**src/rtl/tetris_pkg.sv**
```systemverilog
// Shared types and constants for the tetris command path.
// Holds the command encoding, pending-flag layout, shape count and LFSR constants.
// Also provides small helpers for counter sizing and LFSR stepping.
package tetris_pkg;

  localparam int unsigned NUM_SHAPES = 5;

  // Commands in the order field prioritises them (down first).
  typedef enum logic [2:0] {
    CMD_NONE,
    CMD_DOWN,
    CMD_LEFT,
    CMD_RIGHT,
    CMD_ROTATE
  } cmd_e;

  // One bit per command; used for pending flags, grants and output pulses.
  typedef struct packed {
    logic down;
    logic left;
    logic right;
    logic rotate;
  } pend_t;

  // Galois LFSR for x^16+x^14+x^13+x^11+1, right-shifting form.
  localparam logic [15:0] LFSR_SEED = 16'hACE1;
  localparam logic [15:0] LFSR_TAPS = 16'hB400;

  // Bits needed to count 0..n-1, never less than one.
  function automatic int unsigned cnt_width(input int unsigned n);
    return (n > 1) ? $clog2(n) : 1;
  endfunction

  function automatic logic [15:0] lfsr_step(input logic [15:0] s);
    return {1'b0, s[15:1]} ^ (s[0] ? LFSR_TAPS : 16'h0000);
  endfunction

endpackage

```
**src/rtl/btn_debounce.sv**
```systemverilog
// Purpose: synchronise and debounce one raw button; emit press and auto-repeat events.
// Latency: event register high DEBOUNCE_CYCLES+2 cycles after the raw edge is first sampled.
// Backpressure: none; events are single-cycle and the consumer must latch them.
module btn_debounce
  import tetris_pkg::*;
#(
  parameter int unsigned DEBOUNCE_CYCLES = 1000,
  parameter int unsigned REPEAT_DELAY    = 8000,
  parameter int unsigned REPEAT_RATE     = 2000,
  parameter bit          REPEAT_EN       = 1'b1
) (
  input  logic clock,
  input  logic reset,
  input  logic i_btn,
  output logic o_evt
);

  localparam int unsigned DBW = cnt_width(DEBOUNCE_CYCLES);
  localparam int unsigned RPW = cnt_width((REPEAT_DELAY > REPEAT_RATE) ? REPEAT_DELAY : REPEAT_RATE);
  localparam logic [DBW-1:0] DB_LAST    = DBW'(DEBOUNCE_CYCLES - 1);
  localparam logic [RPW-1:0] DELAY_LAST = RPW'(REPEAT_DELAY - 1);
  localparam logic [RPW-1:0] RATE_LAST  = RPW'(REPEAT_RATE - 1);

  logic           r_sync1;
  logic           r_sync2;
  logic           r_level;
  logic           r_evt;
  logic           r_rep_phase;
  logic [DBW-1:0] r_db_cnt;
  logic [RPW-1:0] r_hold;

  logic           w_differ;
  logic           w_flip;
  logic           w_level_nxt;
  logic           w_holding;
  logic           w_rep_fire;
  logic [RPW-1:0] w_rep_lim;

  // Decide whether the level flips this cycle and whether a repeat is due.
  // A repeat is suppressed on the cycle the level is about to fall.
  always_comb begin
    w_differ    = (r_sync2 != r_level);
    w_flip      = w_differ && (r_db_cnt == DB_LAST);
    w_level_nxt = w_flip ? r_sync2 : r_level;
    w_holding   = REPEAT_EN && r_level && w_level_nxt;
    w_rep_lim   = r_rep_phase ? RATE_LAST : DELAY_LAST;
    w_rep_fire  = w_holding && (r_hold == w_rep_lim);
  end

  // Two-flop synchroniser for the asynchronous button.
  always_ff @(posedge clock or posedge reset) begin
    if (reset) begin
      r_sync1 <= 1'b0;
      r_sync2 <= 1'b0;
    end else begin
      r_sync1 <= i_btn;
      r_sync2 <= r_sync1;
    end
  end

  // Debounce: count consecutive differing samples; any agreeing sample clears.
  always_ff @(posedge clock or posedge reset) begin
    if (reset) begin
      r_db_cnt <= '0;
      r_level  <= 1'b0;
    end else if (!w_differ || w_flip) begin
      r_db_cnt <= '0;
      r_level  <= w_level_nxt;
    end else begin
      r_db_cnt <= r_db_cnt + 1'b1;
    end
  end

  // Hold counter: first interval is REPEAT_DELAY, then REPEAT_RATE thereafter.
  always_ff @(posedge clock or posedge reset) begin
    if (reset) begin
      r_hold      <= '0;
      r_rep_phase <= 1'b0;
    end else if (!w_holding) begin
      r_hold      <= '0;
      r_rep_phase <= 1'b0;
    end else if (w_rep_fire) begin
      r_hold      <= '0;
      r_rep_phase <= 1'b1;
    end else begin
      r_hold <= r_hold + 1'b1;
    end
  end

  // Event register: debounced rising edge or a due repeat.
  always_ff @(posedge clock or posedge reset) begin
    if (reset) begin
      r_evt <= 1'b0;
    end else begin
      r_evt <= (w_flip && r_sync2) || w_rep_fire;
    end
  end

  assign o_evt = r_evt;

endmodule

```
**src/rtl/tetris_input_ctrl.sv**
```systemverilog
// Purpose: turn buttons and a gravity timer into one-hot command pulses and a shape index for field.
// Latency: button press to pulse DEBOUNCE_CYCLES+3 cycles; gravity pulse every GRAVITY_CYCLES cycles.
// Backpressure: none from field; commands wait as pending flags and pulses are spaced by HOLDOFF idle cycles.
module tetris_input_ctrl
  import tetris_pkg::*;
#(
  parameter int unsigned DEBOUNCE_CYCLES = 1000,
  parameter int unsigned REPEAT_DELAY    = 8000,
  parameter int unsigned REPEAT_RATE     = 2000,
  parameter int unsigned GRAVITY_CYCLES  = 50000,
  parameter int unsigned HOLDOFF         = 2
) (
  input  logic       clock,
  input  logic       reset,
  input  logic       btnLeft,
  input  logic       btnRight,
  input  logic       btnDown,
  input  logic       btnRotate,
  input  logic       gameOver,
  output logic       leftTrue,
  output logic       rightTrue,
  output logic       downTrue,
  output logic       rotateTrue,
  output logic [2:0] blockType
);

  localparam int unsigned GW = cnt_width(GRAVITY_CYCLES);
  localparam int unsigned HW = cnt_width(HOLDOFF + 1);
  localparam logic [GW-1:0] GRAV_LAST  = GW'(GRAVITY_CYCLES - 1);
  localparam logic [HW-1:0] HOLDOFF_LD = HW'(HOLDOFF);
  localparam logic [2:0]    SHAPE_LIM  = 3'(NUM_SHAPES);

  logic          w_evt_l;
  logic          w_evt_r;
  logic          w_evt_d;
  logic          w_evt_rot;
  logic          w_grav_evt;
  pend_t         w_req;
  pend_t         w_gnt_mask;
  cmd_e          w_grant;

  pend_t         r_pend;
  pend_t         r_pulse;
  logic [GW-1:0] r_grav;
  logic [HW-1:0] r_holdoff;
  logic [15:0]   r_lfsr;
  logic [2:0]    r_shape;

  btn_debounce #(
    .DEBOUNCE_CYCLES(DEBOUNCE_CYCLES), .REPEAT_DELAY(REPEAT_DELAY),
    .REPEAT_RATE(REPEAT_RATE), .REPEAT_EN(1'b1)
  ) u_db_left (
    .clock(clock), .reset(reset), .i_btn(btnLeft), .o_evt(w_evt_l)
  );

  btn_debounce #(
    .DEBOUNCE_CYCLES(DEBOUNCE_CYCLES), .REPEAT_DELAY(REPEAT_DELAY),
    .REPEAT_RATE(REPEAT_RATE), .REPEAT_EN(1'b1)
  ) u_db_right (
    .clock(clock), .reset(reset), .i_btn(btnRight), .o_evt(w_evt_r)
  );

  btn_debounce #(
    .DEBOUNCE_CYCLES(DEBOUNCE_CYCLES), .REPEAT_DELAY(REPEAT_DELAY),
    .REPEAT_RATE(REPEAT_RATE), .REPEAT_EN(1'b1)
  ) u_db_down (
    .clock(clock), .reset(reset), .i_btn(btnDown), .o_evt(w_evt_d)
  );

  // Rotate is a one-shot action, so it never auto-repeats.
  btn_debounce #(
    .DEBOUNCE_CYCLES(DEBOUNCE_CYCLES), .REPEAT_DELAY(REPEAT_DELAY),
    .REPEAT_RATE(REPEAT_RATE), .REPEAT_EN(1'b0)
  ) u_db_rotate (
    .clock(clock), .reset(reset), .i_btn(btnRotate), .o_evt(w_evt_rot)
  );

  assign w_grav_evt = !gameOver && (r_grav == GRAV_LAST);

  // Merge fresh events with pending flags and pick one command by priority.
  // Fresh events are visible to the arbiter in the same cycle they arrive.
  always_comb begin
    w_req.down   = r_pend.down   | w_evt_d | w_grav_evt;
    w_req.left   = r_pend.left   | w_evt_l;
    w_req.right  = r_pend.right  | w_evt_r;
    w_req.rotate = r_pend.rotate | w_evt_rot;
    w_grant      = CMD_NONE;
    w_gnt_mask   = '0;
    if (!gameOver && (r_holdoff == '0)) begin
      if (w_req.down) begin
        w_grant         = CMD_DOWN;
        w_gnt_mask.down = 1'b1;
      end else if (w_req.left) begin
        w_grant         = CMD_LEFT;
        w_gnt_mask.left = 1'b1;
      end else if (w_req.right) begin
        w_grant          = CMD_RIGHT;
        w_gnt_mask.right = 1'b1;
      end else if (w_req.rotate) begin
        w_grant           = CMD_ROTATE;
        w_gnt_mask.rotate = 1'b1;
      end
    end
  end

  // Pending flags: keep everything not granted; gameOver flushes them all.
  always_ff @(posedge clock or posedge reset) begin
    if (reset) begin
      r_pend <= '0;
    end else if (gameOver) begin
      r_pend <= '0;
    end else begin
      r_pend <= pend_t'(w_req & ~w_gnt_mask);
    end
  end

  // Registered one-hot command pulses.
  always_ff @(posedge clock or posedge reset) begin
    if (reset) begin
      r_pulse <= '0;
    end else begin
      r_pulse <= w_gnt_mask;
    end
  end

  // Gravity timer: restarts on wrap or whenever any down pulse goes out.
  always_ff @(posedge clock or posedge reset) begin
    if (reset) begin
      r_grav <= '0;
    end else if (gameOver || (w_grant == CMD_DOWN) || (r_grav == GRAV_LAST)) begin
      r_grav <= '0;
    end else begin
      r_grav <= r_grav + 1'b1;
    end
  end

  // Holdoff: enforce idle cycles after each pulse so a spawn cycle cannot eat a command.
  always_ff @(posedge clock or posedge reset) begin
    if (reset) begin
      r_holdoff <= '0;
    end else if (gameOver) begin
      r_holdoff <= '0;
    end else if (w_grant != CMD_NONE) begin
      r_holdoff <= HOLDOFF_LD;
    end else if (r_holdoff != '0) begin
      r_holdoff <= r_holdoff - 1'b1;
    end
  end

  // Free-running LFSR; keeps stepping during gameOver so shapes stay varied.
  always_ff @(posedge clock or posedge reset) begin
    if (reset) begin
      r_lfsr <= LFSR_SEED;
    end else begin
      r_lfsr <= lfsr_step(r_lfsr);
    end
  end

  // Shape index follows the LFSR low bits only when they name a valid shape.
  always_ff @(posedge clock or posedge reset) begin
    if (reset) begin
      r_shape <= 3'd0;
    end else if (r_lfsr[2:0] < SHAPE_LIM) begin
      r_shape <= r_lfsr[2:0];
    end
  end

  assign downTrue   = r_pulse.down;
  assign leftTrue   = r_pulse.left;
  assign rightTrue  = r_pulse.right;
  assign rotateTrue = r_pulse.rotate;
  assign blockType  = r_shape;

endmodule

```
**config.mk**
```make
export PLATFORM = sky130hd
export DESIGN_NAME = tetris_input_ctrl
export DESIGN_NICKNAME = d
export VERILOG_FILES = /design/src/rtl/tetris_pkg.sv /design/src/rtl/btn_debounce.sv /design/src/rtl/tetris_input_ctrl.sv
export SDC_FILE = /design/constraint.sdc
export NUM_CORES = 1
export LEC_CHECK = 0
export ABC_AREA = 1
export CAP_MARGIN = 25
export CORE_MARGIN = 5
export CORE_UTILIZATION = 40
export CTS_CLUSTER_SIZE = 30
export DETAILED_ROUTE_END_ITERATION = 10
export PLACE_DENSITY_LB_ADDON = 0.12
export SYNTH_ARGS = -nofsm -noshare
export SYNTH_HDL_FRONTEND = slang
export SYNTH_SLANG_ARGS = --single-unit
```
**constraint.sdc**
```tcl
create_clock -name clock -period 5.25 [get_ports clock]
set_clock_uncertainty 0.15 [all_clocks]
set_input_delay 0.7875 -clock clock [delete_from_list [all_inputs] [get_ports clock]]
set_output_delay 0.7875 -clock clock [all_outputs]
set_load 0.01 [all_outputs]
```
==> PnR_summary.wiki, run 1 <==
{| class="wikitable"
! Metric !! Value
|-
| Sum Neg Setup Slack || 0 ns
|-
| Worst max-slew margin expressed relative to the limit || between 50% and 60%
|-
| DRC Markers || 0
|-
| Bufs on Longest Clock Path || 2
|-
| Average via count per standard cell || 4.56
|-
| Starting density of the core || slightly above 40%
|-
| Max capacitance violation total || 0
|-
| Post-CTS sizing || 0
|-
| Count of TritonRoute iterations in the first routing pass || 4
|-
| Layout overhead on the synthesized area || 15.8%
|-
| Unrepaired setup endpoints after global routing || no
|-
| Via count of the first global-routing pass || about 4500
|-
| Antenna Violating Nets Remaining || 0
|-
| Sum of net half-perimeters after detailed placement || between 7000 and 8000 µm
|-
| Number of CTS-inserted buffers || 17
|-
| EDFF count, synth || 0
|-
| Final Max Tran Viols || 0
|-
| Root buffer cell || sky130_fd_sc_hd__clkbuf_16
|-
| Max Fclk || 437 MHz
|-
| CP endpoint kind || primary output
|-
| WL per Instance || between 10 and 15 µm
|-
| ANT cells || 0
|-
| Total Wirelength || 10700 µm
|-
| Highest net fanout along the worst path || 1
|-
| Cell count after placement || 921
|-
| GR Util All Layers || between 10% and 20%
|-
| Req. time, crit path || about 4.3 ns
|-
| Filler cells || roughly 1500
|-
| First DRT Iteration DRCs || between 200 and 250
|-
| Initial antenna violation count || 0
|-
| Die Y-Extent || 136 µm
|-
| Final period demand of the worst path || 2.29 ns
|-
| Post-Place Worst Slack || 2.55 ns
|-
| Cell family contributing the most delay on the critical path || buffers and inverters
|-
| Warnings, synthesis || 0
|-
| Sequential element share of the synthesized area || approximately 56%
|-
| Slowest stage cell, crit path || sky130_fd_sc_hd__clkdlybuf4s50_1
|-
| Arrival time at the worst endpoint || between 1 and 1.5 ns
|-
| Row cnt || 46
|-
| H-Tree Level Count || 4
|-
| Startpoint-to-endpoint class of the critical path || reg -> out
|-
| Final RePlAce weighted congestion || just over 0.8
|-
| Prevailing post-synth register cell || sky130_fd_sc_hd__dfrtp_1
|-
| Worst vdd ir || 0.238 mV
|-
| Total via count in the routed design || between 4000 and 5000
|-
| Syn Inst Count || 695
|-
| Total setup violations reported at the end of the flow || 0
|-
| Number of unique standard cell types used by synthesis || 32
|-
| Worst min-delay path category || reg -> reg
|-
| Sinks on the clock net || 143
|-
| Clock-pin slew on the worst setup and hold paths || ~0.060 ns
|-
| Number of failing hold endpoints at the final stage || 0
|-
| Core area || roughly 16000 µm²
|-
| P_leak || ~0.0034 µW
|-
| Hold-fix buffer count after cts || 0
|-
| Beginning of the worst register-to-register path || u_db_right.r_hold[0]
|-
| Total die area || 18600 µm²
|-
| Syn_area_per_cell || 9.21 µm²
|-
| # Post-CTS Setup Buffers || 0
|-
| PD cells || approximately 330 nW/µm²
|-
| Boundary Pins || 14
|-
| Largest stage delay on the critical path || 0.57 ns
|-
| Startpoint types || register
|-
| Port bufs || 13
|-
| Chip width || around 140 µm
|-
| Period Utilization, post-route || 43.6%
|-
| GR Overflow Total || 0
|-
| Beginning of the worst hold path || u_db_rotate.r_sync1
|-
| CP startpoint || rightTrue
|-
| Filler-free cell count of the finished design || 954
|-
| Slew at the pin closest to its max-slew limit || 0.609 ns
|-
| Final-layout worst hold slack || 0.198 ns
|-
| Clock tree from TritonCTS || yes
|-
| Share of final-layout standard cells stronger than drive strength 1 || 10.8%
|-
| Nets || between 700 and 800
|-
| Critical path buffer and inverter count || 1
|-
| Post-Synthesis Net Count || 711
|-
| Post-synth design cell area || 6400 µm²
|-
| Async set-or-reset flop fraction in the synthesized netlist || 100%
|-
| Clock latency reported for the late side of the worst-skew pair || 0.42 ns
|-
| Chain of cells forming the critical path || clkdlybuf4s50_1
|-
| Maximum number of pins on one net before global-route repair || 113
|-
| First-pass GRT wire length || slightly below 20000 µm
|-
| Run status || finished, final reports clean
|-
| Post-synthesis register bit count || between 100 and 150
|-
| Final Worst Setup Slack || ~3 ns
|}
## cell usage after synthesis (7+ instances only)
cell                        n  area share (%)
sky130_fd_sc_hd__dfrtp_1  135              53
sky130_fd_sc_hd__nor2_1   131             7.7
sky130_fd_sc_hd__nand2_1  101             5.9
sky130_fd_sc_hd__inv_1     85             5.0
sky130_fd_sc_hd__xor2_1    42             5.7
sky130_fd_sc_hd__nand3_1   40             3.1
sky130_fd_sc_hd__nor3_1    26             2.0
sky130_fd_sc_hd__nand4_1   18             1.8
sky130_fd_sc_hd__a21oi_1   17             1.3
sky130_fd_sc_hd__nor2_2    14             1.4
sky130_fd_sc_hd__xnor2_1   13             1.8
sky130_fd_sc_hd__nor3b_1   10             1.2
sky130_fd_sc_hd__ha_1       9             1.8
sky130_fd_sc_hd__dfstp_2    8             3.3
sky130_fd_sc_hd__o21ai_0    8            0.63
sky130_fd_sc_hd__nand2_2    7            0.68
## state kept, by name, summed over array words and instances (netlist names), 2 cells and up
name,count
r_grav,16
r_lfsr,16
u_db_down.r_hold,13
u_db_left.r_hold,13
u_db_right.r_hold,13
u_db_down.r_db_cnt,10
u_db_left.r_db_cnt,10
u_db_right.r_db_cnt,10
u_db_rotate.r_db_cnt,10
r_pend,4
blockType,3
r_holdoff,2
## through the flow
stage / instance area [µm²] / util [%] / power [µW]
global placement: 6770 / 42.9 / 1260
global route: 7410 / 47.0 / 2580
detailed placement: 6770 / 42.9 / 1260
floorplan: 6400 / - / 1230
finish: 7410 / 47.0 / 2460
CTS: 7380 / 46.8 / 2500
## final timing paths
kind / endpoint / slack [ns] / depth (start not counted)
worst max-delay path: rightTrue / 2.96 / 1
worst min-delay path: u_db_rotate.r_sync2 / 0.20 / 0
worst max register to register: u_db_right.r_hold[3] / 3.46 / 6
worst min register to register: u_db_rotate.r_sync2 / 0.20 / 0
max in group asynchronous: u_db_down.r_hold[6] / 3.24 / 4
min in group asynchronous: u_db_rotate.r_level / 0.58 / 2
## where the power goes
part,switching (µW),internal (µW)
sequential,14.1,1120
clock,470,753
combinational,67.3,33.8
total,552,1910
## area by class of cell
cell class              instances  area, µm²  share of cell area [%]
inverters                      89        339                    4.58
well taps                     216        270                    3.65
repair buffers                 15        165                    2.23
flip-flops and latches        143       3590                    48.4
multi-input cells             459       2440                    32.9
clock inverters                15        186                    2.52
clock buffers                  17        425                    5.74
## cell families (layout without fill, tap and decap cells)
kind of cell    Yosys count  count (layout)  synth area share [%]
flops                   143             143                  56.1
fa+ha+maj                 9               9                  1.76
simple gates            361             361                  25.7
xor+xnor                 55              55                  7.53
compound gates           34              34                  3.09
buf+inv                  93             136                  5.85
## placed cells by master (no fill, tap or decap), types with 4 or more instances in the layout
cell type	netlist	layout
sky130_fd_sc_hd__dfrtp_1	135	135
sky130_fd_sc_hd__nor2_1	131	131
sky130_fd_sc_hd__nand2_1	101	101
sky130_fd_sc_hd__inv_1	85	84
sky130_fd_sc_hd__xor2_1	42	42
sky130_fd_sc_hd__nand3_1	40	40
sky130_fd_sc_hd__nor3_1	26	26
sky130_fd_sc_hd__nand4_1	18	18
sky130_fd_sc_hd__a21oi_1	17	17
sky130_fd_sc_hd__clkbuf_16	0	17
sky130_fd_sc_hd__nor2_2	14	14
sky130_fd_sc_hd__xnor2_1	13	13
sky130_fd_sc_hd__clkdlybuf4s50_1	0	13
sky130_fd_sc_hd__nor3b_1	10	10
sky130_fd_sc_hd__ha_1	9	9
sky130_fd_sc_hd__o21ai_0	8	8
sky130_fd_sc_hd__dfstp_2	8	8
sky130_fd_sc_hd__nand2_2	7	7
sky130_fd_sc_hd__inv_2	4	4
sky130_fd_sc_hd__nand3_2	4	4
sky130_fd_sc_hd__nor3_2	4	4
sky130_fd_sc_hd__clkinv_4	0	4
## routing by layer
layer / part of all wire [%] / wire (µm) / GRT usage, %
met1: 51 / 5440 / 17.5
met2: 45 / 4870 / 20.5
met3: 2.5 / 267 / 3.55
met4: 1.6 / 167 / 5.94
met5: 0 / 0 / 0
(Power assumes the default switching activity.)
==> run 2, diff against run 1 <==
- clock period: 5.25 -> 2.3 ns (I/O delays scaled with it)
==> PnR_summary.wiki, run 2 (synthesis gave the netlist of run 1 again) <==
{| class="wikitable"
! Metric !! Value
|-
| Highest net fanout along the worst path || 1 (unchanged)
|-
| P_leak || 0.00340 µW (about the same)
|-
| Leading cell type in the layout, fill and taps excluded || sky130_fd_sc_hd__dfrtp_1 (unchanged)
|-
| Boundary Pins || 14 (unchanged)
|-
| Final period demand of the worst path || ~1.8 ns
|-
| Period Utilization, post-route || 79.0%
|-
| Cell count after placement || 923 (was 921)
|-
| CP endpoint kind || primary output (unchanged)
|-
| Antenna Violating Nets Remaining || 0 (unchanged)
|-
| Count of TritonRoute iterations in the first routing pass || 4 (unchanged)
|-
| Post-CTS sizing || 0 (unchanged)
|-
| Max Fclk || 550 MHz
|-
| Critical path buffer and inverter count || 1 (unchanged)
|-
| Via count of the first global-routing pass || 4504 (was 4493)
|-
| Unrepaired setup endpoints after global routing || no (unchanged)
|-
| Final Max Tran Viols || 0 (unchanged)
|-
| Largest stage delay on the critical path || 0.55 ns (was 0.57 ns)
|-
| Total Wirelength || 10900 µm (was 10700 µm)
|-
| Share of final-layout standard cells stronger than drive strength 1 || 11.0% (was 10.8%)
|-
| Slew at the pin closest to its max-slew limit || 0.487 ns (was 0.609 ns)
|-
| Clock-pin slew on the worst setup and hold paths || 0.06 ns (about the same)
|-
| Die Y-Extent || 136 µm (unchanged)
|-
| Nets || 742 (was 741)
|-
| PD cells || 751 nW/µm² (was 332 nW/µm²)
|-
| Final Worst Setup Slack || 0.482 ns (was 2.96 ns)
|-
| Sum Neg Setup Slack || 0 ns (unchanged)
|-
| # Post-CTS Setup Buffers || 0 (unchanged)
|-
| Chip width || 136 µm (unchanged)
|-
| Largest regs || r_grav: 16 flops, r_lfsr: 16 flops (unchanged)
|-
| Number of failing hold endpoints at the final stage || 0 (unchanged)
|-
| Total via count in the routed design || 4428 (was 4348)
|-
| Total die area || 18600 µm² (unchanged)
|-
| Arrival time at the worst endpoint || 1.32 ns (was 1.35 ns)
|-
| Maximum number of pins on one net before global-route repair || 83 (was 113)
|-
| WL per Instance || 11.4 µm (was 11.3 µm)
|-
| Layout overhead on the synthesized area || 15.6% (was 15.8%)
|-
| Slowest stage cell, crit path || sky130_fd_sc_hd__clkdlybuf4s50_1 (unchanged)
|-
| Startpoint types || register (unchanged)
|-
| Starting density of the core || 40.6% (unchanged)
|-
| Total setup violations reported at the end of the flow || 0 (unchanged)
|-
| Root buffer cell || sky130_fd_sc_hd__clkbuf_16 (unchanged)
|-
| Sinks on the clock net || 143 (unchanged)
|-
| Final Power || 5550 µW (was 2460 µW)
|-
| Max capacitance violation total || 0 (unchanged)
|-
| Port bufs || 13 (unchanged)
|-
| Worst min-delay path category || reg -> reg (unchanged)
|-
| DRC Markers || 0 (unchanged)
|-
| Cell family contributing the most delay on the critical path || buffers and inverters (unchanged)
|-
| Final RePlAce weighted congestion || 0.852 (was 0.811)
|-
| Number of CTS-inserted buffers || 17 (unchanged)
|-
| Most frequent cells in the layout || sky130_fd_sc_hd__dfrtp_1 (135), sky130_fd_sc_hd__nor2_1 (131), sky130_fd_sc_hd__nand2_1 (101), sky130_fd_sc_hd__inv_1 (84), sky130_fd_sc_hd__xor2_1 (42) (unchanged)
|-
| First-pass GRT wire length || 19800 µm (about the same)
|-
| GR Util All Layers || 13.2% (was 13.3%)
|-
| Post-Place Worst Slack || 0.314 ns (was 2.55 ns)
|-
| Filler cells || 1532 (was 1544)
|-
| Req. time, crit path || 1.80 ns (was 4.31 ns)
|-
| Row cnt || 46 (unchanged)
|-
| H-Tree Level Count || 4 (unchanged)
|-
| Core area || 15800 µm² (unchanged)
|-
| Clock latency reported for the late side of the worst-skew pair || 0.42 ns (about the same)
|-
| Filler-free cell count of the finished design || 955 (was 954)
|-
| Bufs on Longest Clock Path || 2 (unchanged)
|-
| ANT cells || 0 (unchanged)
|-
| Startpoint-to-endpoint class of the critical path || reg -> out (unchanged)
|-
| Sum of net half-perimeters after detailed placement || 7400 µm (was 7240 µm)
|-
| Chain of cells forming the critical path || clkdlybuf4s50_1 (unchanged)
|-
| First DRT Iteration DRCs || 211 (was 234)
|-
| Worst vdd ir || 0.515 mV (was 0.238 mV)
|-
| Hold-fix buffer count after cts || 0 (unchanged)
|-
| Share of the core filled with cells || 46.9% (was 47.0%)
|-
| Worst max-slew margin expressed relative to the limit || 67.4% (was 59.2%)
|-
| Clock tree from TritonCTS || yes (unchanged)
|-
| Run status || finished, final reports clean (unchanged)
|-
| Average via count per standard cell || 4.64 (was 4.56)
|-
| GR Overflow Total || 0 (unchanged)
|-
| Initial antenna violation count || 0 (unchanged)
|}
==> run 2: worst register-to-register path, stage by stage (launching register included) <==
cell,delay (ns)
sky130_fd_sc_hd__dfrtp_1,0.39
sky130_fd_sc_hd__ha_1,0.23
sky130_fd_sc_hd__nand3_1,0.17
sky130_fd_sc_hd__nor2_1,0.07
sky130_fd_sc_hd__nand3_1,0.12
sky130_fd_sc_hd__nand3_1,0.36
sky130_fd_sc_hd__nor2_1,0.21
==> run 2: metal layers <==
layer / track usage, % / vias to the layer above / part of all wire [%]
met5: 0 / - / 0
met4: 5.88 / 0 / 1.8
met3: 3.33 / 15 / 2.7
met2: 21.3 / 42 / 47
met1: 16.7 / 2109 / 49
li1: - / 2262 / -
==> run 2: power by group <==
group,switching (µW),internal [µW]
clock,1180,1550
combinational,154,78.1
sequential,31.0,2560
==> run 2: final cells by class <==
cell class,count,area [µm²],share of cell area [%]
Clock inverter,15,160,2.17
Clock buffer,17,425,5.75
Tap cell,216,270,3.65
Timing Repair Buffer,16,178,2.40
Sequential cell,143,3590,48.5
Inverter,89,338,4.57
Multi-Input combinational cell,459,2440,32.9
==> run 2: final timing paths <==
| kind | from | cells past startpoint | endpoint | slack [ns] |
|---|---|---|---|---|
| min in group asynchronous | reset | 3 | u_db_down.r_db_cnt[1] | 0.24 |
| max in group asynchronous | reset | 3 | u_db_left.r_db_cnt[9] | 1.36 |
| worst min register to register | r_lfsr[9] | 0 | r_lfsr[8] | 0.20 |
| worst max-delay path | rotateTrue | 1 | rotateTrue | 0.48 |
| worst max register to register | u_db_right.r_hold[0] | 6 | u_db_right.r_hold[6] | 0.52 |
| worst min-delay path | r_lfsr[9] | 0 | r_lfsr[8] | 0.20 |
==> run 2: per-stage QoR <==
step / cell area [µm²] / hold slack, ns
final: 7400 / 0.199
after global routing: 7400 / 0.197
after CTS: 7400 / 0.183
after detailed placement: 6810 / 0.185
after global placement: 6810 / 0.183
after floorplan: 6400 / 0.181
==> run 3, diff against run 2 <==
- clock period: 2.3 -> 1.7 ns (I/O delays scaled with it)
==> PnR_summary.wiki, run 3 (synthesis gave the netlist of run 1 again) <==
{| class="wikitable"
! Metric !! Value
|-
| First-pass GRT wire length || 19500 µm (was 19800 µm)
|-
| Maximum number of pins on one net before global-route repair || 72 (was 83)
|-
| Sinks on the clock net || 143 (unchanged)
|-
| P_leak || 0.00352 µW (was 0.00340 µW)
|-
| Number of failing hold endpoints at the final stage || 0 (unchanged)
|-
| Final Power || 7490 µW (was 5550 µW)
|-
| Leading cell type in the layout, fill and taps excluded || sky130_fd_sc_hd__dfrtp_1 (unchanged)
|-
| Final RePlAce weighted congestion || 0.798 (was 0.852)
|-
| WL per Instance || 11.2 µm (was 11.4 µm)
|-
| Total via count in the routed design || 4456 (was 4428)
|-
| Final Worst Setup Slack || 0.104 ns (was 0.482 ns)
|-
| Endpoint of the worst-slack reg-to-reg timing path || r_grav[4] (was u_db_right.r_hold[6])
|-
| Most frequent cells in the layout || sky130_fd_sc_hd__dfrtp_1 (135), sky130_fd_sc_hd__nor2_1 (126), sky130_fd_sc_hd__nand2_1 (96), sky130_fd_sc_hd__inv_1 (84), sky130_fd_sc_hd__xor2_1 (42) (was sky130_fd_sc_hd__dfrtp_1 (135), sky130_fd_sc_hd__nor2_1 (131), sky130_fd_sc_hd__nand2_1 (101), sky130_fd_sc_hd__inv_1 (84), sky130_fd_sc_hd__xor2_1 (42))
|-
| Antenna Violating Nets Remaining || 0 (unchanged)
|-
| CP startpoint || r_grav[0] (was rotateTrue)
|-
| CP endpoint kind || register (was primary output)
|-
| Root buffer cell || sky130_fd_sc_hd__clkbuf_16 (unchanged)
|-
| Count of TritonRoute iterations in the first routing pass || 5 (was 4)
|-
| Total Wirelength || 10800 µm (was 10900 µm)
|-
| Worst max-slew margin expressed relative to the limit || 74.9% (was 67.4%)
|-
| Filler cells || 1484 (was 1532)
|-
| Port bufs || 13 (unchanged)
|-
| Clock power share || 48.0% (was 49.1%)
|-
| Total setup violations reported at the end of the flow || 0 (unchanged)
|-
| Boundary Pins || 14 (unchanged)
|-
| Number of CTS-inserted buffers || 17 (unchanged)
|-
| Max capacitance violation total || 0 (unchanged)
|-
| Final Max Tran Viols || 0 (unchanged)
|-
| PD cells || 984 nW/µm² (was 751 nW/µm²)
|-
| Proportion of power drawn by combinational gates || 5.2% (was 4.2%)
|-
| Total die area || 18600 µm² (unchanged)
|-
| Run status || finished, final reports clean (unchanged)
|-
| Largest regs || r_grav: 16 flops, r_lfsr: 16 flops (unchanged)
|-
| Nets || 758 (was 742)
|-
| Starting density of the core || 40.6% (unchanged)
|-
| Internal power contribution || 5740 µW (was 4190 µW)
|-
| Initial antenna violation count || 0 (unchanged)
|-
| ANT cells || 0 (unchanged)
|-
| First DRT Iteration DRCs || 224 (was 211)
|-
| Req. time, crit path || 1.86 ns (was 1.80 ns)
|-
| R2R setup slack || 0.10 ns (was 0.52 ns)
|-
| Clock tree from TritonCTS || yes (unchanged)
|-
| Average via count per standard cell || 4.59 (was 4.64)
|-
| Max Fclk || roughly 630 MHz
|-
| Startpoint-to-endpoint class of the critical path || reg -> reg (was reg -> out)
|-
| Clock-pin slew on the worst setup and hold paths || 0.06 ns (about the same)
|-
| End point of the critical path || r_grav[4] (was rotateTrue)
|-
| Layout overhead on the synthesized area || 18.9% (was 15.6%)
|-
| Net load switching power || 1750 µW (was 1370 µW)
|-
| GR Util All Layers || 13.1% (was 13.2%)
|-
| Period Utilization, post-route || between 90% and 100%
|-
| Sequential share of power || 46.8% (was 46.7%)
|-
| Worst min-delay path category || in -> reg (was reg -> reg)
|-
| Sum of net half-perimeters after detailed placement || 7570 µm (was 7400 µm)
|-
| Arrival time at the worst endpoint || 1.75 ns (was 1.32 ns)
|-
| Beginning of the worst register-to-register path || r_grav[0] (was u_db_right.r_hold[0])
|-
| Area used by multi-input combinational logic || 2520 µm² (was 2440 µm²)
|-
| Worst vdd ir || 0.680 mV (was 0.515 mV)
|-
| Core area || 15800 µm² (unchanged)
|-
| GR Overflow Total || 0 (unchanged)
|-
| Bufs on Longest Clock Path || 2 (unchanged)
|-
| Final-layout worst hold slack || 0.116 ns (was 0.199 ns)
|-
| Highest net fanout along the worst path || 8 (was 1)
|-
| R2r worst-path depth || 7 (was 6)
|-
| Slew at the pin closest to its max-slew limit || 0.374 ns (was 0.487 ns)
|-
| Switching power share of the total || 23.3% (was 24.6%)
|-
| DRC Markers || 0 (unchanged)
|-
| Startpoint types || register (unchanged)
|-
| Post-Place Worst Slack || -0.0984 ns (was 0.314 ns)
|-
| Die Y-Extent || 136 µm (unchanged)
|-
| Final period demand of the worst path || about 1.6 ns
|-
| Clock latency reported for the late side of the worst-skew pair || 0.43 ns (was 0.42 ns)
|-
| Share of final-layout standard cells stronger than drive strength 1 || 15.2% (was 11.0%)
|-
| H-Tree Level Count || 4 (unchanged)
|-
| Sum Neg Setup Slack || 0 ns (unchanged)
|-
| Storage cell area || 3590 µm² (unchanged)
|-
| Row cnt || 46 (unchanged)
|-
| Via count of the first global-routing pass || 4385 (was 4504)
|-
| Chip width || 136 µm (unchanged)
|}
-- run 3: cell count changes in the layout (fill, tap and decap cells not counted), sizes merged --
cell,before,now
nand3,44,45
clkinvlp,1,3
inv,102,93
dlygate4sd2,0,6
dlymetal6s2s,0,1
clkdlybuf4s50,13,6
clkbuf,17,19
dlygate4sd3,0,1
buf,3,17
clkinv,0,5
-- run 3: worst max-delay path: stages, from the launching register on --
cell and delay [ns]:
sky130_fd_sc_hd__dfrtp_1 0.38, sky130_fd_sc_hd__ha_2 0.21, sky130_fd_sc_hd__nand3_2 0.12, sky130_fd_sc_hd__nor2_2 0.19, sky130_fd_sc_hd__nand2_2 0.09, sky130_fd_sc_hd__o211ai_4 0.12, sky130_fd_sc_hd__buf_12 0.17, sky130_fd_sc_hd__nor3b_1 0.05
-- run 3: metrics by stage --
| step | instance area (µm²) | utilization [%] | instances |
|---|---|---|---|
| 6_report | 7610 | 48.3 | 971 |
| 5_1_grt | 7610 | 48.3 | 971 |
| 4_1_cts | 7480 | 47.5 | 968 |
| 3_5_place_dp | 6900 | 43.8 | 935 |
| 3_3_place_gp | 6900 | 43.8 | 935 |
| 2_1_floorplan | 6400 | - | 695 |
-- run 3: how the worst min path moves through the flow --
stage | startpoint | cells after the start | end | slack [ns]
after floorplan | btnDown | 0 | u_db_down.r_sync1 | 0.14
after global placement | r_lfsr[12] | 0 | r_lfsr[11] | 0.18
after detailed placement | u_db_left.r_sync1 | 0 | u_db_left.r_sync2 | 0.18
after CTS | btnRight | 1 | u_db_right.r_sync1 | 0.1
after global routing | btnLeft | 1 | u_db_left.r_sync1 | 0.11
final | btnLeft | 1 | u_db_left.r_sync1 | 0.12
-- run 3: what timing repair did --
| action | 4_1_cts | 5_1_grt |
|---|---|---|
| resized for setup | 6 | 24 |
| endpoints found under the hold margin | 1 | 0 |
| gates cloned | 0 | 1 |
| pin swaps | 0 | 8 |
| hold buffers | 1 | 0 |
| setup endpoints to repair | 6 | 76 |
| setup buffers | 0 | 2 |
-- run 3: cell type report --
cell class | instances | area share, %
Inverter | 89 | 4.44
Timing Repair Buffer | 31 | 4.16
Sequential cell | 143 | 47.2
Multi-Input combinational cell | 460 | 33.1
Clock buffer | 19 | 5.95
Tap cell | 216 | 3.55
Clock inverter | 13 | 1.68
-- run 3: per-layer routing --
metal / vias to the layer above / global-route usage [%] / wire, µm
met5: - / 0 / 0
met4: 0 / 5.88 / 197
met3: 15 / 3.85 / 274
met2: 28 / 20.6 / 5050
met1: 2113 / 16.6 / 5320
li1: 2300 / - / -
-- run 3: power by group through the flow --
stage | Sequential (µW) | Clock [µW] | Combinational [µW]
detailed placement | 3570 | 0 | 378
global route | 3520 | 3870 | 452
floorplan | 3560 | 0 | 242
global placement | 3560 | 0 | 375
CTS | 3510 | 3710 | 383
finish | 3510 | 3600 | 386
